$ cat config.mk
export PLATFORM = sky130hd
export DESIGN_NAME = draw_sequencer_flat
export DESIGN_NICKNAME = d
export VERILOG_FILES = /design/src/rtl/draw_sequencer_if.sv /design/src/rtl/draw_sequencer.sv /design/src/flat_wrapper.sv
export SDC_FILE = /design/constraint.sdc
export NUM_CORES = 1
export LEC_CHECK = 0
export ABC_CLOCK_PERIOD_IN_PS = 3300
export CORE_MARGIN = 4
export CORE_UTILIZATION = 49
export CTS_BUF_LIST = sky130_fd_sc_hd__clkbuf_16
export CTS_CLUSTER_SIZE = 10
export DETAILED_ROUTE_END_ITERATION = 16
export PLACE_DENSITY = 0.73
export SLEW_MARGIN = 15
export SYNTH_ARGS = -nofsm -noshare
export SYNTH_HDL_FRONTEND = slang
export SYNTH_SLANG_ARGS = --single-unit
$ cat constraint.sdc
create_clock -name clk -period 3.3 [get_ports clk]
set_input_delay 0.33 -clock clk [delete_from_list [all_inputs] [get_ports clk]]
set_output_delay 0.33 -clock clk [all_outputs]
set_load 0.05 [all_outputs]
$ cat src/rtl/draw_sequencer_if.sv
// draw_sequencer_if: bundle of the draw sequencer's control/handshake signals.
//   master modport - the sequencer: samples go/collision/frame_tick/clear_done/
//                    req/done, drives clear_en/grant/cur_ch/state/pass_done/
//                    frame_cnt/game_over/timeout_err.
//   slave modport  - game logic and sprite controllers: the reverse view.
interface draw_sequencer_if #(
    parameter int NUM_CH = 2,
    parameter int FCW    = 8
) ();
    localparam int CW = (NUM_CH > 1) ? $clog2(NUM_CH) : 1;

    logic              go;
    logic              collision;
    logic              frame_tick;
    logic              clear_done;
    logic [NUM_CH-1:0] req;
    logic [NUM_CH-1:0] done;

    logic              clear_en;
    logic [NUM_CH-1:0] grant;
    logic [CW-1:0]     cur_ch;
    logic [1:0]        state;
    logic              pass_done;
    logic [FCW-1:0]    frame_cnt;
    logic              game_over;
    logic              timeout_err;

    modport master (
        input  go, collision, frame_tick, clear_done, req, done,
        output clear_en, grant, cur_ch, state, pass_done, frame_cnt,
               game_over, timeout_err
    );

    modport slave (
        output go, collision, frame_tick, clear_done, req, done,
        input  clear_en, grant, cur_ch, state, pass_done, frame_cnt,
               game_over, timeout_err
    );
endinterface

$ cat src/rtl/draw_sequencer.sv
// draw_sequencer: frame-level controller sharing one VGA write path among
// NUM_CH sprite channels. Each frame: background clear, then one grant per
// requesting channel in index order, then pass_done and frame pacing.
// Ports:
//   clk, reset - system clock, synchronous active-high reset
//   bus        - draw_sequencer_if.master (go, collision, frame_tick,
//                clear_done, req, done in; clear_en, grant, cur_ch, state,
//                pass_done, frame_cnt, game_over, timeout_err out)
module draw_sequencer #(
    parameter int NUM_CH  = 2,
    parameter int TIMEOUT = 4096,
    parameter int FCW     = 8
) (
    input  logic             clk,
    input  logic             reset,
    draw_sequencer_if.master bus
);
    localparam int CW = (NUM_CH > 1) ? $clog2(NUM_CH) : 1;
    localparam int PW = $clog2(NUM_CH + 1);
    localparam int WW = (TIMEOUT > 1) ? $clog2(TIMEOUT) : 1;
    localparam logic [WW-1:0] WLIM = WW'((TIMEOUT > 0) ? TIMEOUT - 1 : 0);

    typedef enum logic [1:0] {
        IDLE  = 2'd0,
        CLEAR = 2'd1,
        DRAW  = 2'd2,
        OVER  = 2'd3
    } state_t;

    state_t            state_q;
    logic [PW-1:0]     ptr;
    logic [NUM_CH-1:0] grant;
    logic [CW-1:0]     cur_ch;
    logic              clear_en;
    logic              pass_done;
    logic [FCW-1:0]    frame_cnt;
    logic              game_over;
    logic              timeout_err;
    logic              tick_pend;
    logic              coll_flag;
    logic              waiting;     // pass finished, holding in DRAW for frame_tick
    logic [WW-1:0]     wdog;

    logic              found;
    logic [CW-1:0]     sel;
    logic              wd_fire;
    logic              done_hit;

    // Lowest requesting channel at or above ptr.
    always_comb begin
        found = 1'b0;
        sel   = '0;
        for (int unsigned i = 0; i < NUM_CH; i++) begin
            if (!found && i >= 32'(ptr) && bus.req[i]) begin
                found = 1'b1;
                sel   = CW'(i);
            end
        end
    end

    assign done_hit = bus.done[cur_ch];
    assign wd_fire  = (TIMEOUT > 0) && (wdog == WLIM);

    always_ff @(posedge clk) begin
        if (reset) begin
            state_q     <= IDLE;
            ptr         <= '0;
            grant       <= '0;
            cur_ch      <= '0;
            clear_en    <= 1'b0;
            pass_done   <= 1'b0;
            frame_cnt   <= '0;
            game_over   <= 1'b0;
            timeout_err <= 1'b0;
            tick_pend   <= 1'b0;
            coll_flag   <= 1'b0;
            waiting     <= 1'b0;
            wdog        <= '0;
        end else begin
            pass_done <= 1'b0;

            // Ticks and collisions are latched while a frame is in progress;
            // the branches below override these where they are consumed.
            if (state_q == CLEAR || state_q == DRAW) begin
                if (bus.frame_tick) tick_pend <= 1'b1;
                if (bus.collision)  coll_flag <= 1'b1;
            end

            case (state_q)
                IDLE: begin
                    if (bus.go) begin
                        state_q  <= CLEAR;
                        clear_en <= 1'b1;
                    end
                end

                CLEAR: begin
                    if (bus.clear_done) begin
                        state_q  <= DRAW;
                        clear_en <= 1'b0;
                        ptr      <= '0;
                        waiting  <= 1'b0;
                    end
                end

                DRAW: begin
                    if (waiting) begin
                        if (bus.frame_tick) begin
                            state_q   <= CLEAR;
                            clear_en  <= 1'b1;
                            waiting   <= 1'b0;
                            tick_pend <= 1'b0;
                        end
                    end else if (grant != '0) begin
                        // A done coinciding with the watchdog limit is a normal done.
                        if (done_hit || wd_fire) begin
                            grant <= '0;
                            ptr   <= PW'(cur_ch) + PW'(1);
                            if (!done_hit) timeout_err <= 1'b1;
                        end else begin
                            wdog <= wdog + WW'(1);
                        end
                    end else if (found) begin
                        grant  <= NUM_CH'(1) << sel;
                        cur_ch <= sel;
                        wdog   <= '0;
                    end else begin
                        // Pass complete: collision outranks any pending tick.
                        pass_done <= 1'b1;
                        frame_cnt <= frame_cnt + FCW'(1);
                        tick_pend <= 1'b0;
                        if (coll_flag || bus.collision) begin
                            state_q   <= OVER;
                            game_over <= 1'b1;
                        end else if (tick_pend || bus.frame_tick) begin
                            state_q  <= CLEAR;
                            clear_en <= 1'b1;
                        end else begin
                            waiting <= 1'b1;
                        end
                    end
                end

                OVER: begin
                    if (bus.go) begin
                        state_q   <= CLEAR;
                        clear_en  <= 1'b1;
                        game_over <= 1'b0;
                        coll_flag <= 1'b0;
                        tick_pend <= 1'b0;
                        frame_cnt <= '0;
                    end
                end

                default: state_q <= IDLE;
            endcase
        end
    end

    assign bus.clear_en    = clear_en;
    assign bus.grant       = grant;
    assign bus.cur_ch      = cur_ch;
    assign bus.state       = state_q;
    assign bus.pass_done   = pass_done;
    assign bus.frame_cnt   = frame_cnt;
    assign bus.game_over   = game_over;
    assign bus.timeout_err = timeout_err;
endmodule
$ cat src/flat_wrapper.sv
// flat-port wrapper written by rule: the top's interface ports become plain ports
module draw_sequencer_flat 
#(
    parameter int NUM_CH  = 2,
    parameter int TIMEOUT = 4096,
    parameter int FCW     = 8
)
  (clk, reset, bus_go, bus_collision, bus_frame_tick, bus_clear_done, bus_req, bus_done, bus_clear_en, bus_grant, bus_cur_ch, bus_state, bus_pass_done, bus_frame_cnt, bus_game_over, bus_timeout_err);
  draw_sequencer_if #(.NUM_CH(NUM_CH), .FCW(FCW)) bus_i ();
  input  logic clk;
  input  logic reset;
  input wire logic [$bits(bus_i.go)-1:0] bus_go;
  input wire logic [$bits(bus_i.collision)-1:0] bus_collision;
  input wire logic [$bits(bus_i.frame_tick)-1:0] bus_frame_tick;
  input wire logic [$bits(bus_i.clear_done)-1:0] bus_clear_done;
  input wire logic [$bits(bus_i.req)-1:0] bus_req;
  input wire logic [$bits(bus_i.done)-1:0] bus_done;
  output wire logic [$bits(bus_i.clear_en)-1:0] bus_clear_en;
  output wire logic [$bits(bus_i.grant)-1:0] bus_grant;
  output wire logic [$bits(bus_i.cur_ch)-1:0] bus_cur_ch;
  output wire logic [$bits(bus_i.state)-1:0] bus_state;
  output wire logic [$bits(bus_i.pass_done)-1:0] bus_pass_done;
  output wire logic [$bits(bus_i.frame_cnt)-1:0] bus_frame_cnt;
  output wire logic [$bits(bus_i.game_over)-1:0] bus_game_over;
  output wire logic [$bits(bus_i.timeout_err)-1:0] bus_timeout_err;
  assign bus_i.go = bus_go;
  assign bus_i.collision = bus_collision;
  assign bus_i.frame_tick = bus_frame_tick;
  assign bus_i.clear_done = bus_clear_done;
  assign bus_i.req = bus_req;
  assign bus_i.done = bus_done;
  assign bus_clear_en = bus_i.clear_en;
  assign bus_grant = bus_i.grant;
  assign bus_cur_ch = bus_i.cur_ch;
  assign bus_state = bus_i.state;
  assign bus_pass_done = bus_i.pass_done;
  assign bus_frame_cnt = bus_i.frame_cnt;
  assign bus_game_over = bus_i.game_over;
  assign bus_timeout_err = bus_i.timeout_err;
  draw_sequencer #(.NUM_CH(NUM_CH), .TIMEOUT(TIMEOUT), .FCW(FCW)) u_core (.clk(clk), .reset(reset), .bus(bus_i));
endmodule
==> flow_results.xml, run 1 <==
<?xml version="1.0" encoding="UTF-8"?>
<metrics>
  <group name="global_route">
    <metric name="grt_usage" unit="%">19.7</metric>
    <metric name="grt.overflow.total" unit="">0</metric>
    <metric name="number_of_antenna_violations_at_the_first_check_in_global_routing" unit="">0</metric>
    <metric name="vias_in_the_first_global_route" unit="">1752</metric>
    <metric name="pin_count_of_the_biggest_net_entering_global_routing" unit="">21</metric>
    <metric name="grt_first_pass_wirelength" unit="mm">7.94</metric>
  </group>
  <group name="power_and_ir_drop">
    <metric name="power_leakage" unit="nW">0.805</metric>
    <metric name="powerDensity" unit="mW/mm^2">680</metric>
    <metric name="gate_power_share" unit="%">34.8</metric>
    <metric name="net-switching-power" unit="uW">557</metric>
    <metric name="part_of_the_power_in_the_clock_network" unit="%">33.3</metric>
    <metric name="peakVddDrop" unit="mV">0.418</metric>
    <metric name="power" unit="mW">1.56</metric>
    <metric name="p_int" unit="uW">999</metric>
    <metric name="power.share.switching" unit="%">35.8</metric>
    <metric name="part_of_the_power_in_registers" unit="%">31.9</metric>
  </group>
  <group name="timing">
    <metric name="period_share" unit="%">67.8</metric>
    <metric name="finalCriticalPeriod" unit="ns">2.24</metric>
    <metric name="grt_setup_unrepaired" unit="">no</metric>
    <metric name="finalMaxSlewViolations" unit="">0</metric>
    <metric name="postLayoutSetupSlackWorst" unit="ns">1.06</metric>
    <metric name="finalHoldViolations" unit="">0</metric>
    <metric name="report.final.setup_viol" unit="">0</metric>
    <metric name="holdWs" unit="ns">0.486</metric>
    <metric name="timing_limited_maximum_frequency" unit="GHz">0.447</metric>
    <metric name="tightestPinTransition" unit="ns">0.713</metric>
    <metric name="maxSlewHeadroom" unit="%">52.3</metric>
    <metric name="fin_tns_setup" unit="ns">0</metric>
    <metric name="fin_worst_skew" unit="ns">0.00340</metric>
  </group>
  <group name="setup_path">
    <metric name="r2r-end" unit="">u_core.wdog[11]</metric>
    <metric name="worstRegToRegCells" unit="">7</metric>
    <metric name="setup.worst_path.start_class" unit="">register</metric>
    <metric name="crit_fanout" unit="">11</metric>
    <metric name="crit_type" unit="">register to register</metric>
    <metric name="worstPathRequired" unit="ns">3.50</metric>
    <metric name="regToRegSetupSlack" unit="ns">1.06</metric>
    <metric name="worst_r2r_startpoint" unit="">u_core.bus.state[0]</metric>
    <metric name="crit_path_end_kind" unit="">register</metric>
    <metric name="arrival" unit="ns">2.44</metric>
  </group>
  <group name="outcome">
    <metric name="outcome" unit="">finished clean</metric>
  </group>
  <group name="yosys">
    <metric name="syn_area_per_cell" unit="sq um">8.57</metric>
    <metric name="yosys.area.top_type" unit="">sky130_fd_sc_hd__dfxtp_1</metric>
    <metric name="synth_top_area_share" unit="%">37.1</metric>
    <metric name="netlist_area" unit="sq mm">0.00183</metric>
    <metric name="seq_area_frac_synth" unit="%">37.1</metric>
    <metric name="post_synth_inst_count" unit="">214</metric>
    <metric name="dominantRegCellSynth" unit="">sky130_fd_sc_hd__dfxtp_1</metric>
    <metric name="yosys_warnings" unit="">0</metric>
    <metric name="mappedNetlistNets" unit="">230</metric>
    <metric name="synth-async-reset-ratio" unit="%">0</metric>
    <metric name="postSynthRegisterBits" unit="">34</metric>
    <metric name="synth_cell_type_count" unit="">53</metric>
    <metric name="yosys-top-cells-area" unit="">sky130_fd_sc_hd__dfxtp_1 37%, sky130_fd_sc_hd__nor2_1 5.3%, sky130_fd_sc_hd__xor2_1 4.3%</metric>
    <metric name="synth-edff-count" unit="">0</metric>
  </group>
  <group name="final_layout">
    <metric name="drive_above_1_share" unit="%">7.92</metric>
    <metric name="fillCellCount" unit="">310</metric>
    <metric name="most_common_cell_after_layout_fill_and_taps_aside" unit="">sky130_fd_sc_hd__dfxtp_1</metric>
    <metric name="multi_input_area" unit="sq mm">0.00108</metric>
    <metric name="utilization_after_layout" unit="%">66.0</metric>
    <metric name="ff_latch_area" unit="sq um">681</metric>
    <metric name="final_net_count" unit="">255</metric>
    <metric name="layout.cells.most_common_list" unit="">34 x sky130_fd_sc_hd__dfxtp_1, 26 x sky130_fd_sc_hd__nor2_1, 26 x sky130_fd_sc_hd__clkdlybuf4s50_1</metric>
    <metric name="syn2layout_area_growth" unit="%">24.8</metric>
    <metric name="num_antenna_cells" unit="">0</metric>
  </group>
  <group name="place">
    <metric name="gpl.final_weighted_congestion" unit="">0.806</metric>
    <metric name="placed_wire_length_estimate" unit="mm">3.25</metric>
    <metric name="place.port_buffers" unit="">26</metric>
    <metric name="detailedPlace.worstSlack" unit="ns">0.953</metric>
  </group>
  <group name="clocking">
    <metric name="max-clock-path-buffers" unit="">2</metric>
    <metric name="number_of_buffers_added_by_the_clock_tree_synthesis_step" unit="">5</metric>
    <metric name="clkTransAtPathRegs" unit="ns">0.05</metric>
    <metric name="cts-resized-gates" unit="">0</metric>
    <metric name="tritoncts_clock_tree" unit="">built</metric>
    <metric name="cts-root-buf" unit="">sky130_fd_sc_hd__clkbuf_16</metric>
    <metric name="h-tree-depth" unit="">2</metric>
    <metric name="clock-sinks" unit="">34</metric>
    <metric name="cts.repair_timing.setup_buffer_count" unit="">0</metric>
    <metric name="clock_latency" unit="ns">0.27</metric>
    <metric name="cts.hold.buffers_added" unit="">0</metric>
  </group>
  <group name="detailed_routing">
    <metric name="viasPerCell" unit="">5.98</metric>
    <metric name="initialDrtViolationCount" unit="">167</metric>
    <metric name="detail_route.wl_per_cell" unit="um">15.4</metric>
    <metric name="drcViolationCount" unit="">0</metric>
    <metric name="totalWireLength" unit="mm">4.41</metric>
    <metric name="vias_post_dr" unit="">1710</metric>
    <metric name="detail_route.first_pass.iterations" unit="">4</metric>
    <metric name="drtAntennaViolNets" unit="">0</metric>
  </group>
  <group name="worst_hold_path">
    <metric name="hp-start" unit="">u_core.bus.frame_cnt[7]</metric>
    <metric name="hold-path-endpoint" unit="">u_core.bus.frame_cnt[7]</metric>
    <metric name="timing.hold.worst.class" unit="">register to register</metric>
    <metric name="hold_depth" unit="">2</metric>
  </group>
  <group name="floorplan">
    <metric name="pin_count" unit="">27</metric>
    <metric name="die_w" unit="um">69.2</metric>
    <metric name="die_area" unit="sq mm">0.00479</metric>
    <metric name="num_rows" unit="">21</metric>
    <metric name="die_height" unit="um">69.2</metric>
    <metric name="initial_core_util" unit="%">52.9</metric>
    <metric name="floorplan.core_area" unit="sq mm">0.00347</metric>
  </group>
  <group name="job">
    <metric name="cap_violations" unit="">0</metric>
  </group>
</metrics>
==> how the worst max path moves through the flow <==
stage          cells after the start                 from  slack (ns)                      end
6_report                           7  u_core.bus.state[0]        1.06          u_core.wdog[11]
5_1_grt                            7  u_core.bus.state[0]        0.82          u_core.wdog[11]
4_1_cts                            7  u_core.bus.state[0]        1.08          u_core.wdog[11]
3_5_place_dp                       6           bus_req[1]        0.95      u_core.bus.state[0]
3_3_place_gp                       6           bus_req[1]        1.01      u_core.bus.state[0]
2_1_floorplan                      8  u_core.bus.state[0]        0.91  u_core.bus.frame_cnt[7]
==> state kept, by name (all words and copies together) (netlist names) <==
signal                  flops
u_core.bus.timeout_err      1
u_core.bus.cur_ch           1
u_core.tick_pend            1
u_core.bus.frame_cnt        8
u_core.bus.game_over        1
u_core.bus.grant            2
u_core.ptr                  2
u_core.bus.clear_en         1
u_core.wdog                12
u_core.bus.pass_done        1
u_core.coll_flag            1
u_core.waiting              1
u_core.bus.state            2
==> area by class of cell <==
cell class	instances	area share (%)
clock buffers	5	5.47
inverters	10	1.64
clock inverters	3	1.75
repair buffers	27	11.7
well taps	46	2.52
flip-flops and latches	34	29.7
multi-input cells	161	47.2
==> power groups by stage <==
stage               sequential, mW  clock [mW]  combinational (mW)
global placement             0.500           0               0.522
global route                 0.505       0.549               0.595
floorplan                    0.594           0               0.302
CTS                          0.496       0.526               0.540
finish                       0.496       0.518               0.542
detailed placement           0.504           0               0.537
==> per-layer routing <==
metal	wire (um)	GRT usage [%]	share of wire, %
met5	0	0	0
met4	78	6.29	1.8
met3	192	4.20	4.4
met2	2330	35.6	53
met1	1810	23.1	41
==> cell families after synthesis <==
| family | after synthesis | share of synthesized area (%) |
|---|---|---|
| AOI/OAI and AO/OA | 60 | 23.8 |
| xor gates and xnor gates | 10 | 4.78 |
| adders and majority gates | 6 | 4.09 |
| buffers and inverters | 19 | 4.02 |
| DFF | 34 | 37.1 |
| muxes | 6 | 3.75 |
| and+or+nand+nor | 79 | 22.4 |
==> per-stage QoR <==
stage	instances	cell area [sq um]
2_1_floorplan	214	1830
3_3_place_gp	278	2120
3_5_place_dp	278	2120
4_1_cts	286	2290
5_1_grt	286	2290
6_report	286	2290
==> critical path, stage by stage (launching register included) <==
cell and delay (ns):
sky130_fd_sc_hd__dfxtp_1 0.35, sky130_fd_sc_hd__inv_1 0.10, sky130_fd_sc_hd__ha_1 0.38, sky130_fd_sc_hd__nand2b_1 0.29, sky130_fd_sc_hd__a31oi_2 0.31, sky130_fd_sc_hd__o2111ai_1 0.23
sky130_fd_sc_hd__or3_1 0.35, sky130_fd_sc_hd__a21oi_1 0.15
==> synth_stat cells, types with 4 or more instances <==
cell,count
sky130_fd_sc_hd__nand3_1,10
sky130_fd_sc_hd__nand2b_1,4
sky130_fd_sc_hd__a21oi_1,14
sky130_fd_sc_hd__xor2_1,9
sky130_fd_sc_hd__clkbuf_1,6
sky130_fd_sc_hd__nand2_1,6
sky130_fd_sc_hd__inv_1,9
sky130_fd_sc_hd__nor2_1,26
sky130_fd_sc_hd__a31oi_1,4
sky130_fd_sc_hd__dfxtp_1,34
sky130_fd_sc_hd__ha_1,6
sky130_fd_sc_hd__or3_1,5
sky130_fd_sc_hd__nor2b_1,4
sky130_fd_sc_hd__o21ai_0,8
sky130_fd_sc_hd__nor3_1,4
sky130_fd_sc_hd__nand4_1,7
(Power assumes the default switching activity.)
==> run 2: changes to the inputs <==
--- a/config.mk
+++ b/config.mk
@@ -5,7 +5,7 @@
 export SDC_FILE = /design/constraint.sdc
 export NUM_CORES = 1
 export LEC_CHECK = 0
-export ABC_CLOCK_PERIOD_IN_PS = 3300
+export ABC_CLOCK_PERIOD_IN_PS = 2300
 export CORE_MARGIN = 4
 export CORE_UTILIZATION = 49
 export CTS_BUF_LIST = sky130_fd_sc_hd__clkbuf_16
==> constraint.sdc (replaced) <==
create_clock -name clk -period 2.3 [get_ports clk]
set_input_delay 0.23 -clock clk [delete_from_list [all_inputs] [get_ports clk]]
set_output_delay 0.23 -clock clk [all_outputs]
set_load 0.05 [all_outputs]
==> run 2 against run 1 <==
Power up 37%; setup slack worse by 0.83 ns; first-iteration DRC count down 16%; register-to-register slack worse by 0.83 ns; maximum frequency up 8.0%; die area unchanged; largest cell class unchanged; sequential power up 43%; non-clock buffer count up 7.
==> flow_results.xml, run 2 (synthesis gave the netlist of run 1 again) <==
<?xml version="1.0" encoding="UTF-8"?>
<metrics>
  <group name="timing">
    <metric name="tightestPinTransition" unit="ns">0.503</metric>
    <metric name="finalHoldViolations" unit="">0</metric>
    <metric name="timing_limited_maximum_frequency" unit="GHz">0.483</metric>
    <metric name="finalCriticalPeriod" unit="ns">2.07</metric>
    <metric name="holdWs" unit="ns">0.487</metric>
    <metric name="maxSlewHeadroom" unit="%">66.4</metric>
    <metric name="report.final.setup_viol" unit="">0</metric>
    <metric name="postLayoutSetupSlackWorst" unit="ns">0.228</metric>
    <metric name="grt_setup_unrepaired" unit="">no</metric>
    <metric name="finalMaxSlewViolations" unit="">0</metric>
    <metric name="fin_worst_skew" unit="ns">0.00398</metric>
    <metric name="period_share" unit="%">90.1</metric>
    <metric name="fin_tns_setup" unit="ns">0</metric>
  </group>
  <group name="final_layout">
    <metric name="fillCellCount" unit="">291</metric>
    <metric name="ff_latch_area" unit="sq um">682</metric>
    <metric name="most_common_cell_after_layout_fill_and_taps_aside" unit="">sky130_fd_sc_hd__dfxtp_1</metric>
    <metric name="layout.cells.most_common_list" unit="">33 x sky130_fd_sc_hd__dfxtp_1, 26 x sky130_fd_sc_hd__nor2_1, 26 x sky130_fd_sc_hd__clkdlybuf4s50_1</metric>
    <metric name="largest_registers" unit="">u_core.wdog x12, u_core.bus.frame_cnt x8</metric>
    <metric name="final_net_count" unit="">262</metric>
    <metric name="largest_register_ffs" unit="">12</metric>
    <metric name="multi_input_area" unit="sq mm">0.00108</metric>
    <metric name="drive_above_1_share" unit="%">10.1</metric>
    <metric name="num_antenna_cells" unit="">0</metric>
    <metric name="registers.top_by_ff_count" unit="">u_core.wdog</metric>
    <metric name="syn2layout_area_growth" unit="%">26.2</metric>
  </group>
  <group name="power_and_ir_drop">
    <metric name="powerDensity" unit="mW/mm^2">924</metric>
    <metric name="power_leakage" unit="nW">0.828</metric>
    <metric name="power" unit="mW">2.14</metric>
    <metric name="peakVddDrop" unit="mV">0.632</metric>
  </group>
  <group name="floorplan">
    <metric name="floorplan.core_area" unit="sq mm">0.00347</metric>
    <metric name="die_w" unit="um">69.2</metric>
    <metric name="die_height" unit="um">69.2</metric>
    <metric name="die_area" unit="sq mm">0.00479</metric>
    <metric name="num_rows" unit="">21</metric>
    <metric name="initial_core_util" unit="%">52.9</metric>
    <metric name="pin_count" unit="">27</metric>
  </group>
  <group name="clocking">
    <metric name="cts.hold.buffers_added" unit="">0</metric>
    <metric name="cts-resized-gates" unit="">0</metric>
    <metric name="cts.repair_timing.setup_buffer_count" unit="">0</metric>
    <metric name="clock_latency" unit="ns">0.28</metric>
    <metric name="h-tree-depth" unit="">2</metric>
    <metric name="cts-root-buf" unit="">sky130_fd_sc_hd__clkbuf_16</metric>
    <metric name="max-clock-path-buffers" unit="">2</metric>
    <metric name="number_of_buffers_added_by_the_clock_tree_synthesis_step" unit="">5</metric>
    <metric name="clkTransAtPathRegs" unit="ns">0.05</metric>
    <metric name="clock-sinks" unit="">34</metric>
    <metric name="tritoncts_clock_tree" unit="">built</metric>
  </group>
  <group name="global_route">
    <metric name="grt_first_pass_wirelength" unit="mm">7.51</metric>
    <metric name="grt_usage" unit="%">19.1</metric>
    <metric name="number_of_antenna_violations_at_the_first_check_in_global_routing" unit="">0</metric>
    <metric name="grt.overflow.total" unit="">0</metric>
    <metric name="pin_count_of_the_biggest_net_entering_global_routing" unit="">14</metric>
    <metric name="vias_in_the_first_global_route" unit="">1700</metric>
  </group>
  <group name="worst_hold_path">
    <metric name="hp-start" unit="">u_core.bus.timeout_err</metric>
    <metric name="timing.hold.worst.class" unit="">register to register</metric>
  </group>
  <group name="place">
    <metric name="place.port_buffers" unit="">26</metric>
    <metric name="detailedPlace.worstSlack" unit="ns">0.205</metric>
    <metric name="gpl.final_weighted_congestion" unit="">0.814</metric>
    <metric name="placed_wire_length_estimate" unit="mm">3.18</metric>
  </group>
  <group name="setup_path">
    <metric name="worstPathRequired" unit="ns">2.51</metric>
    <metric name="cell_breakdown_of_the_critical_path" unit="">inv_1 &gt; ha_1 &gt; nor2b_1 &gt; o21ai_1 &gt; nand3_2 &gt; or4_1 &gt; a21oi_1</metric>
    <metric name="cp_slowest_stage_delay" unit="ns">0.53</metric>
    <metric name="setup.worst_path.start_class" unit="">register</metric>
    <metric name="critPathSlowestCell" unit="">sky130_fd_sc_hd__or4_1</metric>
    <metric name="crit_fanout" unit="">11</metric>
    <metric name="worst_r2r_startpoint" unit="">u_core.bus.state[0]</metric>
    <metric name="crit_type" unit="">register to register</metric>
    <metric name="crit_path_end_kind" unit="">register</metric>
    <metric name="critPathLaunch" unit="">u_core.bus.state[0]</metric>
    <metric name="arrival" unit="ns">2.28</metric>
  </group>
  <group name="outcome">
    <metric name="outcome" unit="">finished clean</metric>
  </group>
  <group name="detailed_routing">
    <metric name="initialDrtViolationCount" unit="">141</metric>
    <metric name="detail_route.wl_per_cell" unit="um">15.0</metric>
    <metric name="totalWireLength" unit="mm">4.39</metric>
    <metric name="drtAntennaViolNets" unit="">0</metric>
    <metric name="detail_route.first_pass.iterations" unit="">5</metric>
    <metric name="drcViolationCount" unit="">0</metric>
    <metric name="viasPerCell" unit="">5.89</metric>
    <metric name="vias_post_dr" unit="">1725</metric>
  </group>
  <group name="job">
    <metric name="cap_violations" unit="">0</metric>
  </group>
</metrics>
[run 2: per-layer routing]
metal  up-vias  global-route usage, %  share of wire (%)
met5         -                      0                  0
met4         0                   8.24                1.9
met3         8                   4.64                4.5
met2        46                   33.9                 52
met1       812                   21.5                 41
li1        859                      -                  -
[run 2: per-stage QoR]
step,std cells,area [sq um],util (%)
2_1_floorplan,214,1840,-
3_3_place_gp,285,2180,62.8
3_5_place_dp,285,2180,62.8
4_1_cts,293,2310,66.7
5_1_grt,293,2310,66.7
6_report,293,2310,66.7
[run 2: where the power goes]
group | leakage (nW) | internal [mW] | switching, mW
sequential | 0.276 | 0.651 | 0.0593
clock | 0.0724 | 0.390 | 0.226
combinational | 0.480 | 0.305 | 0.507
total | 0.828 | 1.35 | 0.792
[run 2: path summary, 6_finish.rpt]
kind                                   to  slack (ns)  cells past startpoint
hold reg to reg    u_core.bus.timeout_err        0.49                      1
setup / recovery  u_core.bus.frame_cnt[7]        0.23                      7
hold / removal     u_core.bus.timeout_err        0.49                      1
setup reg to reg  u_core.bus.frame_cnt[7]        0.23                      7
[run 2: area by class of cell]
| type | instances | share of cell area, % |
|---|---|---|
| clock inverters | 3 | 0.541 |
| repair buffers | 34 | 13.8 |
| inverters | 10 | 1.62 |
| clock buffers | 5 | 5.41 |
| well taps | 46 | 2.49 |
| flip-flops and latches | 34 | 29.5 |
| multi-input cells | 161 | 46.6 |
[run 2: critical path: cells and delay by family (launching register included)]
family	cells	cell delay, ns
and+or+nand+nor	3	0.93
adders and majority gates	1	0.33
AOI/OAI and AO/OA	2	0.32
DFF	1	0.36
buffers and inverters	1	0.07
==> run 3: changes to the inputs <==
--- a/config.mk
+++ b/config.mk
@@ -6,11 +6,13 @@
 export NUM_CORES = 1
 export LEC_CHECK = 0
 export ABC_CLOCK_PERIOD_IN_PS = 2300
+export CAP_MARGIN = 0
 export CORE_MARGIN = 4
 export CORE_UTILIZATION = 49
 export CTS_BUF_LIST = sky130_fd_sc_hd__clkbuf_16
 export CTS_CLUSTER_SIZE = 10
 export DETAILED_ROUTE_END_ITERATION = 16
+export GPL_ROUTABILITY_DRIVEN = 0
 export PLACE_DENSITY = 0.73
 export SLEW_MARGIN = 15
 export SYNTH_ARGS = -nofsm -noshare
==> results of run 3 <==
Same layout as run 2: the final DEF is identical, and so are final timing and power.
